--- src/rtl/a0_trace_pkg.sv ---
// Shared constants and types for the a0 change tracer.
package a0_trace_pkg;
   localparam int A0_WIDTH = 32;
   localparam int A0_DEPTH = 16;
   localparam int A0_CNT_W = $clog2(A0_DEPTH) + 1;
   typedef logic [A0_CNT_W-1:0] a0_cnt_t;
endpackage

--- src/rtl/a0_trace_if.sv ---
// Valid/ready stream carrying traced a0 values to the consumer.
interface a0_trace_if #(
   parameter int WIDTH = 32
) ();
   logic [WIDTH-1:0] out_data;
   logic             out_valid;
   logic             out_ready;

   modport master (
      output out_data,
      output out_valid,
      input  out_ready
   );

   modport slave (
      input  out_data,
      input  out_valid,
      output out_ready
   );
endinterface

--- src/rtl/a0_trace_fifo.sv ---
// Synchronous FIFO; a full FIFO still accepts a push when popped the same cycle.
module sync_fifo #(
   parameter int WIDTH = 32,
   parameter int DEPTH = 16
) (
   input  logic                     clk,
   input  logic                     rst,
   input  logic                     push_i,
   input  logic [WIDTH-1:0]         wdata_i,
   input  logic                     pop_i,
   output logic [WIDTH-1:0]         rdata_o,
   output logic                     full_o,
   output logic                     empty_o,
   output logic [$clog2(DEPTH):0]   count_o
);
   localparam int AW = $clog2(DEPTH);
   localparam int CW = AW + 1;

   logic [WIDTH-1:0] mem_q [DEPTH];
   logic [AW-1:0]    head_q, head_d;
   logic [AW-1:0]    tail_q, tail_d;
   logic [CW-1:0]    cnt_q, cnt_d;
   logic             wr, rd;

   assign full_o  = (cnt_q == CW'(DEPTH));
   assign empty_o = (cnt_q == '0);
   assign count_o = cnt_q;
   assign rdata_o = mem_q[head_q];

   assign wr = push_i && (!full_o || pop_i);
   assign rd = pop_i && !empty_o;

   always_comb begin
      head_d = head_q;
      tail_d = tail_q;
      cnt_d  = cnt_q;
      if (wr) tail_d = tail_q + AW'(1);
      if (rd) head_d = head_q + AW'(1);
      unique case ({wr, rd})
         2'b10:   cnt_d = cnt_q + CW'(1);
         2'b01:   cnt_d = cnt_q - CW'(1);
         default: cnt_d = cnt_q;
      endcase
   end

   always_ff @(posedge clk or negedge rst) begin
      if (!rst) begin
         head_q <= '0;
         tail_q <= '0;
         cnt_q  <= '0;
      end else begin
         head_q <= head_d;
         tail_q <= tail_d;
         cnt_q  <= cnt_d;
      end
   end

   // Storage is deliberately left out of reset.
   always_ff @(posedge clk) begin
      if (wr) mem_q[tail_q] <= wdata_i;
   end
endmodule

--- src/rtl/a0_trace.sv ---
// Records every change of the processor's a0 register into a drainable FIFO.
module a0_trace
   import a0_trace_pkg::*;
#(
   parameter int WIDTH = A0_WIDTH,
   parameter int DEPTH = A0_DEPTH
) (
   input  logic                   clk,
   input  logic                   rst,
   input  logic [WIDTH-1:0]       a0_in,
   input  logic                   en,
   input  logic                   clr_ovf,
   output logic [$clog2(DEPTH):0] count,
   output logic                   overflow,
   a0_trace_if.master             trc
);
   logic [WIDTH-1:0] prev_q;
   logic             ovf_q, ovf_d;
   logic             push, pop, full, empty;

   assign push = en && (a0_in != prev_q);
   assign pop  = trc.out_valid && trc.out_ready;

   always_comb begin
      ovf_d = ovf_q;
      if (push && full && !pop) ovf_d = 1'b1;
      else if (clr_ovf)         ovf_d = 1'b0;
   end

   always_ff @(posedge clk or negedge rst) begin
      if (!rst) begin
         prev_q <= '0;
         ovf_q  <= 1'b0;
      end else begin
         prev_q <= a0_in;
         ovf_q  <= ovf_d;
      end
   end

   assign overflow      = ovf_q;
   assign trc.out_valid = !empty;

   sync_fifo #(
      .WIDTH (WIDTH),
      .DEPTH (DEPTH)
   ) u_fifo (
      .clk     (clk),
      .rst     (rst),
      .push_i  (push),
      .wdata_i (a0_in),
      .pop_i   (pop),
      .rdata_o (trc.out_data),
      .full_o  (full),
      .empty_o (empty),
      .count_o (count)
   );
endmodule

--- src/flat_wrapper.sv ---
// flat-port wrapper written by rule: the top's interface ports become plain ports
module a0_trace_flat import a0_trace_pkg::*;
#(
   parameter int WIDTH = A0_WIDTH,
   parameter int DEPTH = A0_DEPTH
)
  (clk, rst, a0_in, en, clr_ovf, count, overflow, trc_out_data, trc_out_valid, trc_out_ready);
  a0_trace_if #(.WIDTH(WIDTH)) trc_i ();
  input  logic clk;
  input  logic rst;
  input  logic [WIDTH-1:0] a0_in;
  input  logic en;
  input  logic clr_ovf;
  output logic [$clog2(DEPTH):0] count;
  output logic overflow;
  output wire logic [$bits(trc_i.out_data)-1:0] trc_out_data;
  output wire logic [$bits(trc_i.out_valid)-1:0] trc_out_valid;
  input wire logic [$bits(trc_i.out_ready)-1:0] trc_out_ready;
  assign trc_out_data = trc_i.out_data;
  assign trc_out_valid = trc_i.out_valid;
  assign trc_i.out_ready = trc_out_ready;
  a0_trace #(.WIDTH(WIDTH), .DEPTH(DEPTH)) u_core (.clk(clk), .rst(rst), .a0_in(a0_in), .en(en), .clr_ovf(clr_ovf), .count(count), .overflow(overflow), .trc(trc_i));
endmodule
--- config.mk ---
export PLATFORM = sky130hd
export DESIGN_NAME = a0_trace_flat
export DESIGN_NICKNAME = d
export VERILOG_FILES = /design/src/rtl/a0_trace_pkg.sv /design/src/rtl/a0_trace_if.sv /design/src/rtl/a0_trace_fifo.sv /design/src/rtl/a0_trace.sv /design/src/flat_wrapper.sv
export SDC_FILE = /design/constraint.sdc
export NUM_CORES = 1
export LEC_CHECK = 0
export ABC_AREA = 1
export BUFFER_PORTS_ARGS = -buffer_cell sky130_fd_sc_hd__buf_2
export CAP_MARGIN = 20
export CORE_MARGIN = 2
export CORE_UTILIZATION = 35
export DETAILED_ROUTE_END_ITERATION = 10
export PLACE_DENSITY = 0.49
export SLEW_MARGIN = 15
export SYNTH_ARGS = -nofsm -noshare
export SYNTH_HDL_FRONTEND = slang
export SYNTH_SLANG_ARGS = --single-unit
--- constraint.sdc ---
create_clock -name clk -period 6.5 [get_ports clk]
set_input_delay 0.65 -clock clk [delete_from_list [all_inputs] [get_ports clk]]
set_output_delay 0.65 -clock clk [all_outputs]
set_load 0.01 [all_outputs]
==> flow_summary_export.csv, run 1 <==
group,metric,value,unit
floorplanning,top_level_ports,76,
yosys,synthMuxAreaShare,0.0471,
place,place_area,23400,um^2
worst_setup_path,cp_max_fo,73,
yosys,synth_compound_gate_area_share,0.0904,
timing,slew_headroom,0.272,
routing,drtAntennaViolNets,0,
final_layout,final_cell_mix,"edfxtp_1 (512), nor2_1 (191), o21ai_0 (153), nand2_1 (122), mux2i_1 (104)",
yosys,netlist_area,22100,um^2
worst_setup_path,critPathLaunchType,"flip-flop",
worst_setup_path,end_kind,"output pin",
yosys,synthSimpleGateAreaFrac,0.0681,
yosys,yosysTopAreaCellShare,0.695,
global_route,grt_overflow,0,
cts,clock_latency,0.62,ns
routing,drt-total-wl,56800,um
cts,hold_buffers,0,
global_route,grt_pass1_vias,12800,
floorplanning,die_x,255,um
timing,finalCritPeriodShare,0.638,
place,place_hpwl,30200,um
final_layout,syn2layout_area_growth,14.5,%
yosys,ys_seq_elements,558,
yosys,async_reset_ff_frac,0.0824,
routing,dr_total_vias,12800,
final_layout,final_common_cell,"edfxtp_1",
yosys,yosysWarnings,0,
place,io_buffers,75,
cts,post_cts_buffers,0,
worst_setup_path,cp.required,5.85,ns
power_and_ir_drop,p_per_area,436,nW/um^2
floorplanning,start_util,0.352,
final_layout,fillers,5769,
final_layout,final_nets,1640,
timing,hold_viol_final,0,
cts,cts_tree,"yes",
timing,setup_violations,0,
timing,period_needed,4.14,ns
timing,rsz0062_at_grt,"false",
floorplanning,die_y,255,um
timing,setup-tns-final,0,ns
routing,drtIter0Drc,1041,
timing,tightest_slew,1.09,ns
yosys,synth.net_count,1572,
global_route,antenna_found_initial,0,
cts,cts_buffer_depth,3,
run,maxCapViolCount,0,
global_route,grt_pass1_wl,84900,um
cts,cts_resized,0,
worst_setup_path,crit_arrival,3.49,ns
cts,clockRootBuffer,"clkbuf_16",
yosys,synth_edf_count,512,
timing,clock-skew-final,0.0249,ns
yosys,postSynthAreaPerCell,14.5,um^2
routing,drt_pass1_iterations,5,
cts,clkTransAtPathRegs,0.06,ns
routing,wl_per_cell,22.8,um
power_and_ir_drop,ir_worst_vdd,0.227,mV
yosys,synthFlopType,"edfxtp_1",
yosys,yosysUniqueCellTypes,26,
worst_setup_path,path_class,"flip-flop to output pin",
yosys,synthCells,1526,
min_path,hold_class,"primary input to async pin",
yosys,synthTopCellsByArea,"edfxtp_1 (70%), dfrtp_1 (5.2%), mux2i_1 (4.7%)",
final_layout,finalInstanceArea,25300,um^2
routing,vias_per_cell,5.13,
final_layout,multi_input_area,5090,um^2
final_layout,layout-drive-gt1-share,0.130,
power_and_ir_drop,p_leak,8.61,nW
yosys,synth_seq_area_share,0.747,
yosys,synth_fa_ha_area_frac,0.00509,
timing,drv_slew,0,
cts,numClockSinks,558,
floorplanning,dieArea,65200,um^2
yosys,synth_top_family_by_area,"compound AO/OA/AOI/OAI gates",
place,gp_congestion,0.726,
yosys,yosys.area.top_type,"edfxtp_1",
final_layout,n_antenna_cell,0,
timing,max_freq,241,MHz
cts,h-tree-depth,2,
floorplanning,fp.coreArea,62700,um^2
cts,cts_buffers,58,
global_route,grt.total_usage,0.172,
run_status,status,"finished clean",
yosys,synth-xor-area-share,0.0139,
global_route,grt_max_degree,93,
final_layout,ff_latch_area,16500,um^2
floorplanning,rows,92,
routing,drcViolationCount,0,
## synth_stat cells (24+ instances only)
| cell | count |
|---|---|
| inv_1 | 29 |
| nand2_1 | 122 |
| mux2i_1 | 104 |
| nor2_1 | 207 |
| o221ai_1 | 80 |
| o211ai_1 | 48 |
| edfxtp_1 | 512 |
| o22ai_1 | 24 |
| o21ai_0 | 153 |
| nand3_1 | 47 |
| dfrtp_1 | 46 |
| xnor2_1 | 27 |
| clkbuf_1 | 59 |
## metrics by stage
stage / hold slack, ns / utilization / worst slack (ns) / total power, mW / instances
global placement: 0.510 / 0.373 / 2.11 / 7.89 / 2379
finish: 0.141 / 0.404 / 2.36 / 11.0 / 2490
floorplan: 0.354 / - / 3.36 / 6.68 / 1526
global route: 0.182 / 0.404 / 2.12 / 11.6 / 2490
detailed placement: 0.523 / 0.373 / 2.20 / 7.90 / 2380
CTS: 0.150 / 0.404 / 2.34 / 11.2 / 2490
## sequential cells by signal (all words and copies together) (netlist names)
register,cells
u_core.u_fifo.count_o,5
u_core.u_fifo.head_q,4
u_core.u_fifo.mem_q,512
u_core.prev_q,32
u_core.u_fifo.tail_q,4
u_core.overflow,1
## critical path, stage by stage (launching register included)
cell and delay, ns:
dfrtp_4 0.85, buf_4 0.88, mux2i_1 0.28, o22ai_1 0.10, o211ai_1 0.21, nand2_1 0.22
buf_2 0.21
## cell families (layout without fill, tap and decap cells)
kind of cell	after synthesis	count (layout)
AO/OA/AOI/OAI	309	309
XOR/XNOR	35	35
adder cells (fa/ha/maj)	9	9
buffers and inverters	129	247
flip-flops	558	558
multiplexers	104	104
AND/OR/NAND/NOR	382	382
## final cells by class
class                      instances  share of cell area
sequential                       558               0.653
clock inverter                    31              0.0114
clock buffer                      79              0.0632
tap                              846              0.0418
timing repair buffer             106              0.0245
multi-input combinational        839               0.201
inverter                          31             0.00470
## report_power, final
group	leakage [nW]	switching, mW	internal (mW)	total, mW
sequential	5.17	0.286	4.24	4.53
combinational	2.52	2.18	1.05	3.23
clock	0.923	1.37	1.92	3.28
## per-layer routing
metal  routed length, um  part of all wire  track usage
met5                   0                 0            0
met4                 929             0.016       0.0386
met3                2780             0.049       0.0285
met2               26800              0.47        0.275
met1               26300              0.46        0.247
## path summary, 6_finish.rpt
| kind | slack, ns | end | from | cells past startpoint |
|---|---|---|---|---|
| max | 2.36 | trc_out_data[29] | u_core.u_fifo.head_q[0] | 6 |
| min | 0.14 | u_core.prev_q[20] | rst | 2 |
| max reg2reg | 2.85 | u_core.u_fifo.mem_q[2][7] | u_core.prev_q[8] | 9 |
| min reg2reg | 0.53 | u_core.overflow | u_core.overflow | 2 |
| max in group asynchronous | 5.84 | u_core.u_fifo.head_q[0] | rst | 2 |
| min in group clk | 0.23 | u_core.overflow | clr_ovf | 2 |
No activity file was read; power rests on OpenSTA's default activity.
==> inputs of run 2 (changes only) <==
==> constraint.sdc (replaced) <==
create_clock -name clk -period 4.09 [get_ports clk]
set_input_delay 0.409 -clock clk [delete_from_list [all_inputs] [get_ports clk]]
set_output_delay 0.409 -clock clk [all_outputs]
set_load 0.01 [all_outputs]
==> run 2 against run 1 <==
  * Final cell count increased by 0.64%
  * Largest cell class unchanged
  * Critical path depth increased by 1
  * Largest power group unchanged
  * Via count increased by 1.4%
==> flow_summary_export.csv, run 2 (synthesis results as in run 1) <==
group,metric,value,unit
timing,rsz0062_at_grt,"false",
final_layout,layout-drive-gt1-share,0.137,
power_and_ir_drop,ir_worst_vdd,0.459,mV
final_layout,final_nets,1655,
routing,drtIter0Drc,991,
timing,hold_viol_final,0,
worst_setup_path,critPathLaunchType,"flip-flop",
min_path,hold_class,"primary input to flip-flop",
global_route,grt_overflow,0,
global_route,antenna_found_initial,3,
worst_setup_path,critPathTopFamily,"buffers and inverters",
power_and_ir_drop,p_per_area,696,nW/um^2
timing,slew_headroom,0.408,
worst_setup_path,worstRegToRegCells,17,
cts,h-tree-depth,2,
cts,clkTransAtPathRegs,0.06,ns
cts,clockRootBuffer,"clkbuf_16",
cts,clock_latency,0.63,ns
place,place_hpwl,29100,um
worst_setup_path,worst-r2r-setup-slack,0.91,ns
global_route,grt_max_degree,193,
place,gp_congestion,0.717,
place,io_buffers,75,
min_path,whs_endpoint,"u_core.prev_q[2]",
cts,cts_buffers,59,
worst_setup_path,crit_arrival,2.99,ns
power_and_ir_drop,p_leak,8.76,nW
cts,post_cts_buffers,0,
worst_setup_path,cp_cell_sequence,"buf_12 > buf_16 > mux2i_1 > o22ai_1 > o211ai_1 > nand2_1 > buf_2",
global_route,grt_pass1_vias,12900,
floorplanning,die_x,255,um
worst_setup_path,end_kind,"output pin",
timing,max_freq,294,MHz
min_path,worst_hold_path.num_cells,1,
worst_setup_path,path_buf_inv,3,
final_layout,syn2layout_area_growth,16.0,%
timing,finalCritPeriodShare,0.831,
floorplanning,dieArea,65200,um^2
final_layout,final_cell_mix,"edfxtp_1 (512), nor2_1 (191), o21ai_0 (153), nand2_1 (122), mux2i_1 (104)",
routing,drt_pass1_iterations,6,
timing,tightest_slew,0.888,ns
worst_setup_path,r2r-end,"u_core.u_fifo.count_o[4]",
final_layout,n_antenna_cell,0,
cts,cts_resized,0,
run_status,status,"finished clean",
min_path,hp-start,"a0_in[2]",
final_layout,largest_reg_flops,512,
global_route,grt.total_usage,0.175,
timing,period_needed,3.40,ns
cts,cts_buffer_depth,3,
routing,wl_per_cell,22.9,um
final_layout,finalInstanceArea,25600,um^2
timing,setup-tns-final,0,ns
floorplanning,top_level_ports,76,
worst_setup_path,critPathMaxStageDelay,0.56,ns
routing,dr_total_vias,13000,
timing,drv_slew,0,
worst_setup_path,path_class,"flip-flop to output pin",
routing,drtAntennaViolNets,0,
place,place_area,23700,um^2
routing,drcViolationCount,0,
floorplanning,rows,92,
worst_setup_path,r2r_start,"u_core.prev_q[7]",
cts,numClockSinks,558,
final_layout,largest_register,"u_core.u_fifo.mem_q",
cts,hold_buffers,2,
floorplanning,fp.coreArea,62700,um^2
final_layout,final_common_cell,"edfxtp_1",
routing,drt-total-wl,57500,um
timing,setup_violations,0,
run,maxCapViolCount,0,
floorplanning,die_y,255,um
timing,clock-skew-final,0.0272,ns
global_route,grt_pass1_wl,85200,um
routing,vias_per_cell,5.17,
cts,cts_tree,"yes",
worst_setup_path,cp.required,3.68,ns
worst_setup_path,critPathSlowestCell,"buf_16",
worst_setup_path,cp_max_fo,144,
floorplanning,start_util,0.352,
run 2: cell count changes in the layout (fill, tap and decap cells not counted), sizes merged:
cell,delta
buf,+12
clkbuf,+2
dlygate4sd3,+2
bufinv,+1
clkinv,-1
clkinvlp,-1
inv,+1
run 2: layer usage:
metal,up-vias,global-route usage,share of wire
met1,6612,0.257,0.47
met5,-,0,0.00045
met2,304,0.266,0.45
met3,103,0.0294,0.046
met4,4,0.0544,0.028
li1,5939,-,-
run 2: worst register-to-register path, delay by kind of cell (launching register included):
family | cells | cell delay [ns]
DFF | 1 | 0.37
adders and majority gates | 2 | 0.51
xor gates and xnor gates | 3 | 0.61
AOI/OAI and AO/OA | 2 | 0.33
and+or+nand+nor | 10 | 1.34
run 2: report_power, final:
part	switching, mW	internal (mW)
logic	3.70	1.82
clock network	2.22	3.15
registers	0.228	6.75
total	6.14	11.7
run 2: metrics by stage:
| step | hold WS [ns] | setup WS (ns) | instances | utilization | power, mW |
|---|---|---|---|---|---|
| final | 0.0630 | 0.691 | 2506 | 0.409 | 17.9 |
| after global routing | 0.0591 | 0.489 | 2506 | 0.409 | 18.8 |
| after CTS | 0.0305 | 0.725 | 2505 | 0.408 | 18.1 |
| after detailed placement | 0.523 | 0.604 | 2391 | 0.377 | 12.7 |
| after global placement | 0.511 | 0.638 | 2388 | 0.376 | 12.6 |
| after floorplan | 0.113 | 1.19 | 1526 | - | 10.6 |
run 2: worst max path at each step:
stage                            start                          to  slack (ns)  depth (start not counted)
2_1_floorplan                a0_in[19]  u_core.u_fifo.mem_q[10][0]        1.19                         11
3_3_place_gp                  a0_in[7]    u_core.u_fifo.count_o[4]        0.64                         18
3_5_place_dp                  a0_in[7]    u_core.u_fifo.count_o[4]        0.60                         18
4_1_cts        u_core.u_fifo.head_q[0]            trc_out_data[15]        0.72                          6
5_1_grt        u_core.u_fifo.head_q[0]            trc_out_data[15]        0.49                          7
6_report       u_core.u_fifo.head_q[0]             trc_out_data[4]        0.69                          7
run 2: cell type report:
type	count	area (um^2)
fillers	5751	37100
flip-flops and latches	558	16500
multi-input cells	839	5090
clock buffers	81	1620
well taps	846	1060
repair buffers	120	896
clock inverters	31	319
inverters	31	119
